## config.mk

```make
export PLATFORM = sky130hd
export DESIGN_NAME = uart_tx_queue_flat
export DESIGN_NICKNAME = d
export VERILOG_FILES = /design/src/rtl/uart_tx_queue_if.sv /design/src/rtl/uart_tx_queue.sv /design/src/flat_wrapper.sv
export SDC_FILE = /design/constraint.sdc
export NUM_CORES = 1
export LEC_CHECK = 0
export ABC_AREA = 1
export CELL_PAD_IN_SITES_DETAIL_PLACEMENT = 0
export CELL_PAD_IN_SITES_GLOBAL_PLACEMENT = 2
export CORE_MARGIN = 4
export CORE_UTILIZATION = 39
export DETAILED_ROUTE_END_ITERATION = 10
export GPL_ROUTABILITY_DRIVEN = 0
export PLACE_DENSITY = 0.85
export SLEW_MARGIN = 20
export SYNTH_ARGS = -nofsm -noshare
export SYNTH_HDL_FRONTEND = slang
export SYNTH_SLANG_ARGS = --single-unit
```

## constraint.sdc

```tcl
create_clock -name clk -period 3.2 [get_ports clk]
set_input_delay 0.32 -clock clk [delete_from_list [all_inputs] [get_ports clk]]
set_output_delay 0.32 -clock clk [all_outputs]
set_load 0.02 [all_outputs]
```

## src/rtl/uart_tx_queue_if.sv

```systemverilog
// Bus bundle between the CPU-side writer / UART TX driver (master modport) and uart_tx_queue (slave modport).
// Handshake: trmt is the head-valid request; the driver pops by pulsing ack_trmt for one cycle while trmt=1,
// and reports end of shifting with a 1-cycle tx_done. wr_en is a fire-and-forget push; drops are visible on full/ovf.
interface uart_tx_queue_if #(
  parameter int AW = 3
);
  logic          wr_en;
  logic [7:0]    wr_data;
  logic          flush;
  logic          trmt;
  logic [7:0]    tx_data;
  logic          ack_trmt;
  logic          tx_done;
  logic          full;
  logic          empty;
  logic [AW:0]   count;
  logic          tx_busy;
  logic          drained;
  logic          ovf;
  logic          ovf_clr;

  modport master (
    output wr_en, wr_data, flush, ack_trmt, tx_done, ovf_clr,
    input  trmt, tx_data, full, empty, count, tx_busy, drained, ovf
  );

  modport slave (
    input  wr_en, wr_data, flush, ack_trmt, tx_done, ovf_clr,
    output trmt, tx_data, full, empty, count, tx_busy, drained, ovf
  );
endinterface

```

## src/rtl/uart_tx_queue.sv

```systemverilog
// Byte FIFO feeding the UART transmit driver, with in-flight tracking for a drained-line poll.
// Optional sticky overflow flag enabled by defining UART_TXQ_OVF_EN.
module uart_tx_queue #(
  parameter int DEPTH = 8,
  parameter int AW    = 3
) (
  input  logic            clk,
  input  logic            rst,
  uart_tx_queue_if.slave  bus
);

  logic [7:0]    mem_q [DEPTH];
  logic [AW-1:0] wr_ptr_q, wr_ptr_d;
  logic [AW-1:0] rd_ptr_q, rd_ptr_d;
  logic [AW:0]   count_q, count_d;
  logic          tx_busy_q, tx_busy_d;
  logic          ovf_q, ovf_d;

  logic          empty, full;
  logic          push, pop, drop;

  assign empty = (count_q == '0);
  assign full  = (count_q == (AW+1)'(DEPTH));

  // Flush discards any concurrent push/pop; a pop frees a slot so a write to a full queue still lands.
  always_comb begin
    pop  = bus.ack_trmt & ~empty & ~bus.flush;
    push = bus.wr_en & (~full | pop) & ~bus.flush;
    drop = bus.wr_en & full & ~pop & ~bus.flush;
  end

  always_comb begin
    wr_ptr_d = wr_ptr_q;
    rd_ptr_d = rd_ptr_q;
    count_d  = count_q;
    if (bus.flush) begin
      rd_ptr_d = wr_ptr_q;
      count_d  = '0;
    end else begin
      if (push) wr_ptr_d = wr_ptr_q + AW'(1);
      if (pop)  rd_ptr_d = rd_ptr_q + AW'(1);
      count_d = count_q + (AW+1)'(push) - (AW+1)'(pop);
    end
  end

  // A new byte entering the wire outranks the previous byte's completion.
  always_comb begin
    tx_busy_d = tx_busy_q;
    if (pop)              tx_busy_d = 1'b1;
    else if (bus.tx_done) tx_busy_d = 1'b0;
  end

`ifdef UART_TXQ_OVF_EN
  always_comb begin
    ovf_d = ovf_q;
    if (drop)             ovf_d = 1'b1;
    else if (bus.ovf_clr) ovf_d = 1'b0;
  end
`else
  logic unused_ovf;
  assign unused_ovf = bus.ovf_clr | drop;
  always_comb ovf_d = 1'b0;
`endif

  always_ff @(posedge clk) begin
    if (rst) begin
      wr_ptr_q  <= '0;
      rd_ptr_q  <= '0;
      count_q   <= '0;
      tx_busy_q <= 1'b0;
      ovf_q     <= 1'b0;
    end else begin
      wr_ptr_q  <= wr_ptr_d;
      rd_ptr_q  <= rd_ptr_d;
      count_q   <= count_d;
      tx_busy_q <= tx_busy_d;
      ovf_q     <= ovf_d;
    end
  end

  // Storage carries no reset; stale contents are never visible because tx_data is gated by empty.
  always_ff @(posedge clk) begin
    if (push) mem_q[wr_ptr_q] <= bus.wr_data;
  end

  assign bus.trmt    = ~empty;
  assign bus.tx_data = empty ? 8'h00 : mem_q[rd_ptr_q];
  assign bus.full    = full;
  assign bus.empty   = empty;
  assign bus.count   = count_q;
  assign bus.tx_busy = tx_busy_q;
  assign bus.drained = empty & ~tx_busy_q;
  assign bus.ovf     = ovf_q;

endmodule

```

## src/flat_wrapper.sv

```systemverilog
// flat-port wrapper written by rule: the top's interface ports become plain ports
module uart_tx_queue_flat 
#(
  parameter int DEPTH = 8,
  parameter int AW    = 3
)
  (clk, rst, bus_wr_en, bus_wr_data, bus_flush, bus_ack_trmt, bus_tx_done, bus_ovf_clr, bus_trmt, bus_tx_data, bus_full, bus_empty, bus_count, bus_tx_busy, bus_drained, bus_ovf);
  uart_tx_queue_if #(.AW(AW)) bus_i ();
  input  logic clk;
  input  logic rst;
  input wire logic [$bits(bus_i.wr_en)-1:0] bus_wr_en;
  input wire logic [$bits(bus_i.wr_data)-1:0] bus_wr_data;
  input wire logic [$bits(bus_i.flush)-1:0] bus_flush;
  input wire logic [$bits(bus_i.ack_trmt)-1:0] bus_ack_trmt;
  input wire logic [$bits(bus_i.tx_done)-1:0] bus_tx_done;
  input wire logic [$bits(bus_i.ovf_clr)-1:0] bus_ovf_clr;
  output wire logic [$bits(bus_i.trmt)-1:0] bus_trmt;
  output wire logic [$bits(bus_i.tx_data)-1:0] bus_tx_data;
  output wire logic [$bits(bus_i.full)-1:0] bus_full;
  output wire logic [$bits(bus_i.empty)-1:0] bus_empty;
  output wire logic [$bits(bus_i.count)-1:0] bus_count;
  output wire logic [$bits(bus_i.tx_busy)-1:0] bus_tx_busy;
  output wire logic [$bits(bus_i.drained)-1:0] bus_drained;
  output wire logic [$bits(bus_i.ovf)-1:0] bus_ovf;
  assign bus_i.wr_en = bus_wr_en;
  assign bus_i.wr_data = bus_wr_data;
  assign bus_i.flush = bus_flush;
  assign bus_i.ack_trmt = bus_ack_trmt;
  assign bus_i.tx_done = bus_tx_done;
  assign bus_i.ovf_clr = bus_ovf_clr;
  assign bus_trmt = bus_i.trmt;
  assign bus_tx_data = bus_i.tx_data;
  assign bus_full = bus_i.full;
  assign bus_empty = bus_i.empty;
  assign bus_count = bus_i.count;
  assign bus_tx_busy = bus_i.tx_busy;
  assign bus_drained = bus_i.drained;
  assign bus_ovf = bus_i.ovf;
  uart_tx_queue #(.DEPTH(DEPTH), .AW(AW)) u_core (.clk(clk), .rst(rst), .bus(bus_i));
endmodule
```

Word-level counts from Yosys, hierarchy flattened
Memory sizes are Yosys's and may differ from the RTL's. A register that Yosys moved wholly into a read port is not among the register bits.
Index checks and enable logic that the tools add are counted.
- bits in registers: 11
- bits in writable memories: 64
- input port bits: 15
- output and inout bits: 18
- word-level logic and storage cells: 34
- memories: 1
- memory list (name ; words ; bits a word ; read ports ; clocked after Yosys merged registers in ; wr ports ; line ; RTL):
    u_core.mem_q ; 8 ; 8 ; 1 ; 1 ; 1 ; uart_tx_queue.sv:12 ; logic [7:0] mem_q [DEPTH];
- add/sub/neg operators: 4
- equal/unequal tests: 1
- multiplexer cells: 9
- bitwise logic cells: 10
- reduce and logical (&&, ||, !) cells: 5
- operator list (operator ; number):
    $mux 3 ; 4
    $mux 8 ; 1
    $add 3x1->3 const B ; 2
    $and 1x1->1 ; 5
    $add 4x1->4 ; 1
    $eq 4x4->1 const B ; 1
    $logic_not 4->1 ; 1
    $mux 1 ; 4
    $not 1->1 ; 4
    $reduce_bool 2->1 ; 2
    $sub 4x1->4 ; 1
    $reduce_and 2->1 ; 1
    $reduce_or 2->1 ; 1
    $or 1x1->1 ; 1

Logic depth before layout (Yosys ltp)
Gate-level depths: netlist of the first run.
- word-level depth: 9
- mapped depth: 13
- depth with buffers taken out: 13

Worst setup path before layout of the first run
No wires, ideal clock.
- path type: reg2reg
- start point: register u_core.count_q[2] (netlist: u_core.bus.count[2])
- end point: memory u_core.mem_q[0][0] (enable)
- setup time: 0.383 ns
- arrival time: 1.779 ns
- data required time: 2.817 ns
- path slack: 1.038 ns
- cell stages (with the launch flop): 7
- path buffers: 0
- clock period less this slack: 2.162 ns
- path through: dfxtp_1 inv_1 ha_1 nor3b_2 nand2_2 nand2_2 nor3_1
- elaborated cells on any way between the ends: 11
- classes of those cells: eq/ne (1); mux (2); bitwise (7); reduce/logical (1)
- RTL lines (element ; line ; RTL):
    from (decl) ; uart_tx_queue.sv:15 ; logic [AW:0] count_q, count_d;
    from (signal assigned) ; uart_tx_queue.sv:75 ; count_q <= count_d;
    $eq 4x4->1 ; uart_tx_queue.sv:23 ; assign full = (count_q == (AW+1)'(DEPTH));
    named net bus_full ; flat_wrapper.sv:19 ; output wire logic [$bits(bus_i.full)-1:0] bus_full;
    $not 1->1 ; uart_tx_queue.sv:28 ; push = bus.wr_en & (~full | pop) & ~bus.flush;
    $or 1x1->1 ; uart_tx_queue.sv:28 ;
    $and 1x1->1 (2 in a row) ; uart_tx_queue.sv:28 ;
    $mux 1 ; uart_tx_queue.sv:83 ; if (push) mem_q[wr_ptr_q] <= bus.wr_data;
    $mux 1 (implied by the code) ; uart_tx_queue.sv:83 ;
    to (decl) ; uart_tx_queue.sv:12 ;
The timed path passes the listed nets, and every way through them passes these cells.

==> out/summary.txt, run 1 <==
Outcome - finished, final reports clean
Clock H-tree levels - 3
Unrepaired setup endpoints after global routing - false
Hpwl dp - 4.531 mm
Seq cells post-synth - 78
Layout cells sized above 1 - 8.416%
Syn Nets - 386
Final count of hold timing violations - 0
MaxCap Viol Count - 0
Setup crit end kind - output pin
Clock Skew - 0.005374 ns
GRT overflow - 0
TritonCTS clock tree - yes
Clock network fraction of total power - 33.6%
Critical Path RT - 2.88 ns
Post-route ant nets - 0
Die area - 0.01049 mm²
R2R cell count - 12
Slowest Stage Delay on Critical Path - 0.67 ns
Post-synth EDFFs - 64
Fmax - 356.1 MHz
Largest family of logic cells by synthesized area - simple AND/OR/NAND/NOR gates
CP Data Arrival Time - 2.49 ns
DRC errors left - 0
Xor/xnor share of the synthesized area - 0.2519%
CP max stage cell - dfxtp_1
Max Transition Viols Final - 0
Slew @ Worst Pin - 0.7033 ns
Post-CTS Setup Inserts - 0
P_sw - 0.0005566 W
Adder-Cell Fraction of Synth Area - 3.454%
Syn avg cell area - 9.605 µm²
Finished Cell Area - 0.004118 mm²
Seq/Total Area, Yosys - 63.33%
Min-Delay Path Depth - 2
PortBufs - 30
Flop2flop setup slack - 0.91 ns
Syn-to-layout area delta - 18.42%
Final TNS setup - 0 ns
Post-placement cell area - 0.003919 mm²
Tot GR Track Use - 14.24%
Switching Share - 25.74%
First-pass DRT Iterations - 4
Internal power - 0.001606 W
Mux cell area share after synthesis - 0%
Die Span X - 102.4 µm
Ranking of synthesized cells by area - edfxtp_1, nor2_1, dfxtp_1, nand2_1, inv_1
Core footprint - 0.008678 mm²
Mapped Cells - 362
Critical path cell sequence - inv_1 -> o21ai_0 -> nand2_1 -> nor2_1 -> nor2_1 -> clkdlybuf4s50_1
Top_reg_cell synth - edfxtp_1
Relative slew slack - 53.05%
Combinational share of power - 14.0%
Drt wl/cell - 13.47 µm
Synth Area in Simple Gates - 22.35%
Leak - 1.579 nW
CTS root buf - clkbuf_8
Total clock sinks - 78
Distinct cells, synth - 25
Ant diodes - 0
CTS buffer count - 9
Share of the synthesized area in the top cell type - 55.27%
Total Nets Final - 423
Post-synthesis compound-gate area fraction - 3.958%
Post-CTS Hold Fix Bufs - 0
Synth Cell Area - 0.003477 mm²
Final WL - 6.899 mm
Worst Hold Class - flip-flop to flip-flop
Async S/R FF share, synth - 0%
Clock Pin Slew Worst Setup and Hold Paths - 0.08 ns
Site Rows - 34
Post-synth top area cell - edfxtp_1
Initial DRC count - 92
Peak VDD IR - 0.2148 mV
CP Class - flip-flop to output pin
Largest net degree at the start of global routing - 37
Tmin final - 2.809 ns
Ratio of final minimum period to clock period - 87.77%
Worst-Skew Late Latency - 0.34 ns
Vias in the first global route - 2273
Via count - 2362
Yosys Warn Count - 0
Final setup vio count - 0
Vias per cell - 4.613
Antenna violations before repair - 0
Sequential share of power - 52.5%
Ports - 33
CTS max path bufs - 2
Startpoint Class - flip-flop
Most used cell, CP - nor2_1
First-pass GRT wire length - 10.96 mm
Post-CTS Resized - 0
Crit Path Max Fanout - 16
Die span in y - 102.4 µm
Pwr Density - 525.2 mW/mm²
Initial core utilization - 40.07%
==> layout by cell type, fill, tap and decap left out, drive strengths merged, types with 2 or more instances in the layout <==
| cell type | netlist | final |
|---|---|---|
| nor2 | 97 | 97 |
| nand2 | 74 | 74 |
| edfxtp | 64 | 64 |
| inv | 39 | 40 |
| clkdlybuf4s50 | 0 | 30 |
| o21ai | 18 | 18 |
| nand3 | 15 | 15 |
| dfxtp | 14 | 14 |
| clkbuf | 4 | 10 |
| buf | 10 | 10 |
| a21oi | 8 | 8 |
| ha | 8 | 8 |
| nor3 | 4 | 4 |
| clkinv | 0 | 2 |
| clkinvlp | 0 | 2 |
==> cell families (layout without fill, tap and decap cells) <==
kind of cell	after synthesis	count (layout)
xor+xnor	1	1
buf+inv	53	95
fa+ha+maj	9	9
flops	78	78
other cells	1	1
simple gates	193	193
compound gates	27	27
==> power groups by stage <==
| stage | sequential (W) | clock [W] | combinational [W] |
|---|---|---|---|
| 2_1_floorplan | 0.00115 | 0 | 0.000190 |
| 3_3_place_gp | 0.00116 | 0 | 0.000305 |
| 3_5_place_dp | 0.00116 | 0 | 0.000307 |
| 4_1_cts | 0.00113 | 0.000740 | 0.000308 |
| 5_1_grt | 0.00114 | 0.000771 | 0.000339 |
| 6_report | 0.00113 | 0.000726 | 0.000302 |
==> layer usage <==
layer / global-route usage, % / vias to the layer above / wire length, µm
met5: 0 / - / 0
met4: 7.164 / 0 / 164
met3: 2.594 / 15 / 300
met2: 23.83 / 48 / 3252
met1: 17.62 / 1063 / 3181
li1: - / 1236 / -
==> per-stage QoR <==
step	hold slack (ns)	std cells	total power (W)	setup slack, ns	utilization (%)
2_1_floorplan	0.3891	362	0.001344	1.038	-
3_3_place_gp	0.4752	496	0.001462	0.7521	45.16
3_5_place_dp	0.4748	496	0.001465	0.7619	45.16
4_1_cts	0.5004	512	0.002183	0.3766	47.45
5_1_grt	0.5368	512	0.002249	0.1602	47.45
6_report	0.5000	512	0.002163	0.3914	47.45
==> Yosys cell counts, types with 2 or more instances <==
| cell type | n |
|---|---|
| nand3_1 | 14 |
| inv_2 | 2 |
| nand2_2 | 4 |
| o21ai_0 | 17 |
| buf_2 | 5 |
| nand2_1 | 70 |
| inv_1 | 37 |
| nor2_1 | 97 |
| ha_1 | 8 |
| clkbuf_1 | 4 |
| a21oi_1 | 8 |
| dfxtp_1 | 14 |
| edfxtp_1 | 64 |
| buf_4 | 4 |
| nor3_1 | 4 |
==> worst max-delay path: cells and delay by family, from the launching register on <==
kind	cells	cell delay, ns
AND/OR/NAND/NOR	3	0.24
AO/OA/AOI/OAI	1	0.29
buffers and inverters	2	0.94
flip-flops	1	0.67
==> worst paths after layout <==
path,start,to
worst min-delay path,u_core.bus.tx_busy,u_core.bus.tx_busy
worst max register to register,u_core.bus.count[2],u_core.bus.count[2]
worst min register to register,u_core.bus.tx_busy,u_core.bus.tx_busy
worst max-delay path,flip-flop,bus_tx_data[2]
==> state kept, by name, indices dropped and copies added, names as in the netlist, named ones only <==
signal and cells:
u_core.bus.tx_busy 1, u_core.rd_ptr_q 3, u_core.wr_ptr_q 3, u_core.bus.count 4, u_core.mem_q 64
==> final cells by class <==
cell class | instances | area [µm²]
inverter | 39 | 146.4
clock buffer | 10 | 127.6
fill | 833 | 4561
tap | 108 | 135.1
sequential | 78 | 2202
multi-input combinational | 231 | 1047
timing repair buffer | 40 | 387.9
clock inverter | 6 | 71.32
No activity file was read; power rests on OpenSTA's default activity.
==> inputs of run 2 (changes only) <==
CORE_UTILIZATION = 36   (was 39)
PLACE_DENSITY = 0.8   (was 0.85)
clock period = 2.6 ns   (was 3.2 ns; I/O delays follow)
==> run 2 against run 1 <==
Critical path depth increased by 1. Combinational power rose by 27%. Worst hold slack worse by 0.0067 ns. Clock-buffer cell count decreased by 1. First-iteration DRC count is 39% lower. Critical path type unchanged. Highest routed layer unchanged.
==> out/summary.txt, run 2 (same netlist as run 1, synthesis figures left out) <==
GRT overflow - 0
Final count of hold timing violations - 0
Slew @ Worst Pin - 0.6582 ns
Via count - 2365
Finished Cell Area - 0.004190 mm²
Final Instance Count excl. Fillers - 537
Core footprint - 0.009328 mm²
DRC errors left - 0
Clock H-tree levels - 3
Vias per cell - 4.404
Ratio of final minimum period to clock period - 92.13%
Commonest non-fill, non-tap cell in the layout - nor2_1
Ports - 33
CTS max path bufs - 2
MaxCap Viol Count - 0
Total clock sinks - 78
Worst-Skew Late Latency - 0.34 ns
Setup crit end kind - output pin
Fillers - 910
Clock Skew - 0.007666 ns
Worst Hold Class - flip-flop to flip-flop
Final WL - 7.102 mm
Most frequent cells in the layout - nor2_1, nand2_1, edfxtp_1
Largest net degree at the start of global routing - 27
Flop2flop setup slack - 0.56 ns
Initial DRC count - 56
Site Rows - 35
Ant diodes - 0
Outcome - finished, final reports clean
CTS root buf - clkbuf_8
Largest register FFs - 64
Layout cells sized above 1 - 9.559%
First-pass GRT wire length - 11.56 mm
R2R cell count - 12
First-pass DRT Iterations - 4
Tot GR Track Use - 13.67%
Leak - 1.625 nW
Post-CTS Setup Inserts - 0
Fmax - 417.5 MHz
Die span in y - 106.3 µm
Final TNS setup - 0 ns
Worst r2r src - u_core.bus.count[2]
# placed instances - 521
Syn-to-layout area delta - 20.51%
Unrepaired setup endpoints after global routing - false
Vias in the first global route - 2322
PortBufs - 30
CP Class - flip-flop to output pin
Initial core utilization - 37.28%
Min-Delay Path Depth - 2
Drt wl/cell - 13.23 µm
Clock Pin Slew Worst Setup and Hold Paths - 0.07 ns
Reg with most FFs - u_core.mem_q
Die Span X - 106.3 µm
Pwr Density - 652.0 mW/mm²
Antenna violations before repair - 0
Total Nets Final - 427
CTS buffer count - 9
Die area - 0.01130 mm²
Hpwl dp - 4.495 mm
Post-route ant nets - 0
CP Data Arrival Time - 2.14 ns
Peak VDD IR - 0.2698 mV
Startpoint Class - flip-flop
Reg2Reg Capture Point - u_core.bus.count[2]
TritonCTS clock tree - yes
Critical Path RT - 2.34 ns
Tmin final - 2.395 ns
WHS Endpoint - u_core.bus.tx_busy
Final setup vio count - 0
Final Util - 44.92%
Total power - 0.002732 W
Post-placement cell area - 0.003963 mm²
Relative slew slack - 56.06%
Hold Crit Start - u_core.bus.tx_busy
Crit Path Max Fanout - 11
Max Transition Viols Final - 0
## run 2: changes by cell type in the layout (fill, tap and decap cells not counted), sizes merged
cell           delta
clkbuf            -1
buf               +4
clkinv            +2
clkdlybuf4s50     -1
bufinv            +1
dlymetal6s2s      +1
inv               -2
## run 2: layer usage
layer	vias up	global-route usage, %	part of all wire (%)
li1	1241	-	-
met1	1079	16.24	45
met2	34	24.30	50
met3	11	2.368	2.4
met4	0	5.735	1.9
met5	-	0	0
## run 2: power by group
part	switching, W	leakage (nW)	total (W)	internal (W)
Combinational	0.000227	0.828	0.000385	0.000158
Sequential	0.0000182	0.692	0.00139	0.00138
Clock	0.000419	0.104	0.000953	0.000534
## run 2: layout make-up
class | instances | area [µm²] | area share (%)
multi-input cells | 231 | 1047 | 24.99
repair buffers | 44 | 415.4 | 9.913
well taps | 129 | 161.4 | 3.852
clock inverters | 7 | 88.84 | 2.120
clock buffers | 9 | 123.9 | 2.956
inverters | 39 | 150.1 | 3.583
flip-flops and latches | 78 | 2203 | 52.58
## run 2: worst max-delay path by stage
stage                              from             endpoint  slack [ns]  cells after the start
finish              u_core.bus.count[2]       bus_tx_data[4]        0.20                      7
global route                  flip-flop       bus_tx_data[4]        0.02                      8
CTS                           flip-flop       bus_tx_data[1]        0.08                      8
detailed placement            bus_flush  u_core.bus.count[2]        0.39                     11
global placement              bus_flush  u_core.bus.count[2]        0.39                     11
floorplan           u_core.bus.count[2]   u_core.mem_q[0][0]        0.44                      6
## run 2: timing repair
item	in CTS	in global routing
setup endpoints to repair	0	7
hold buffers	0	0
gates resized for setup	0	5
## run 2: through the flow
stage / setup WS (ns) / hold WS, ns
2_1_floorplan: 0.4375 / 0.3291
3_3_place_gp: 0.3949 / 0.4761
3_5_place_dp: 0.3881 / 0.4723
4_1_cts: 0.07551 / 0.4906
5_1_grt: 0.01564 / 0.5308
6_report: 0.2045 / 0.4934
## run 2: critical path: stages, from the launching register on
cell and delay (ns):
dfxtp_1 0.34, inv_1 0.08, ha_1 0.21, nand2_2 0.09
buf_4 0.21, nand2_1 0.07, nor2_1 0.15, clkdlybuf4s50_1 0.63
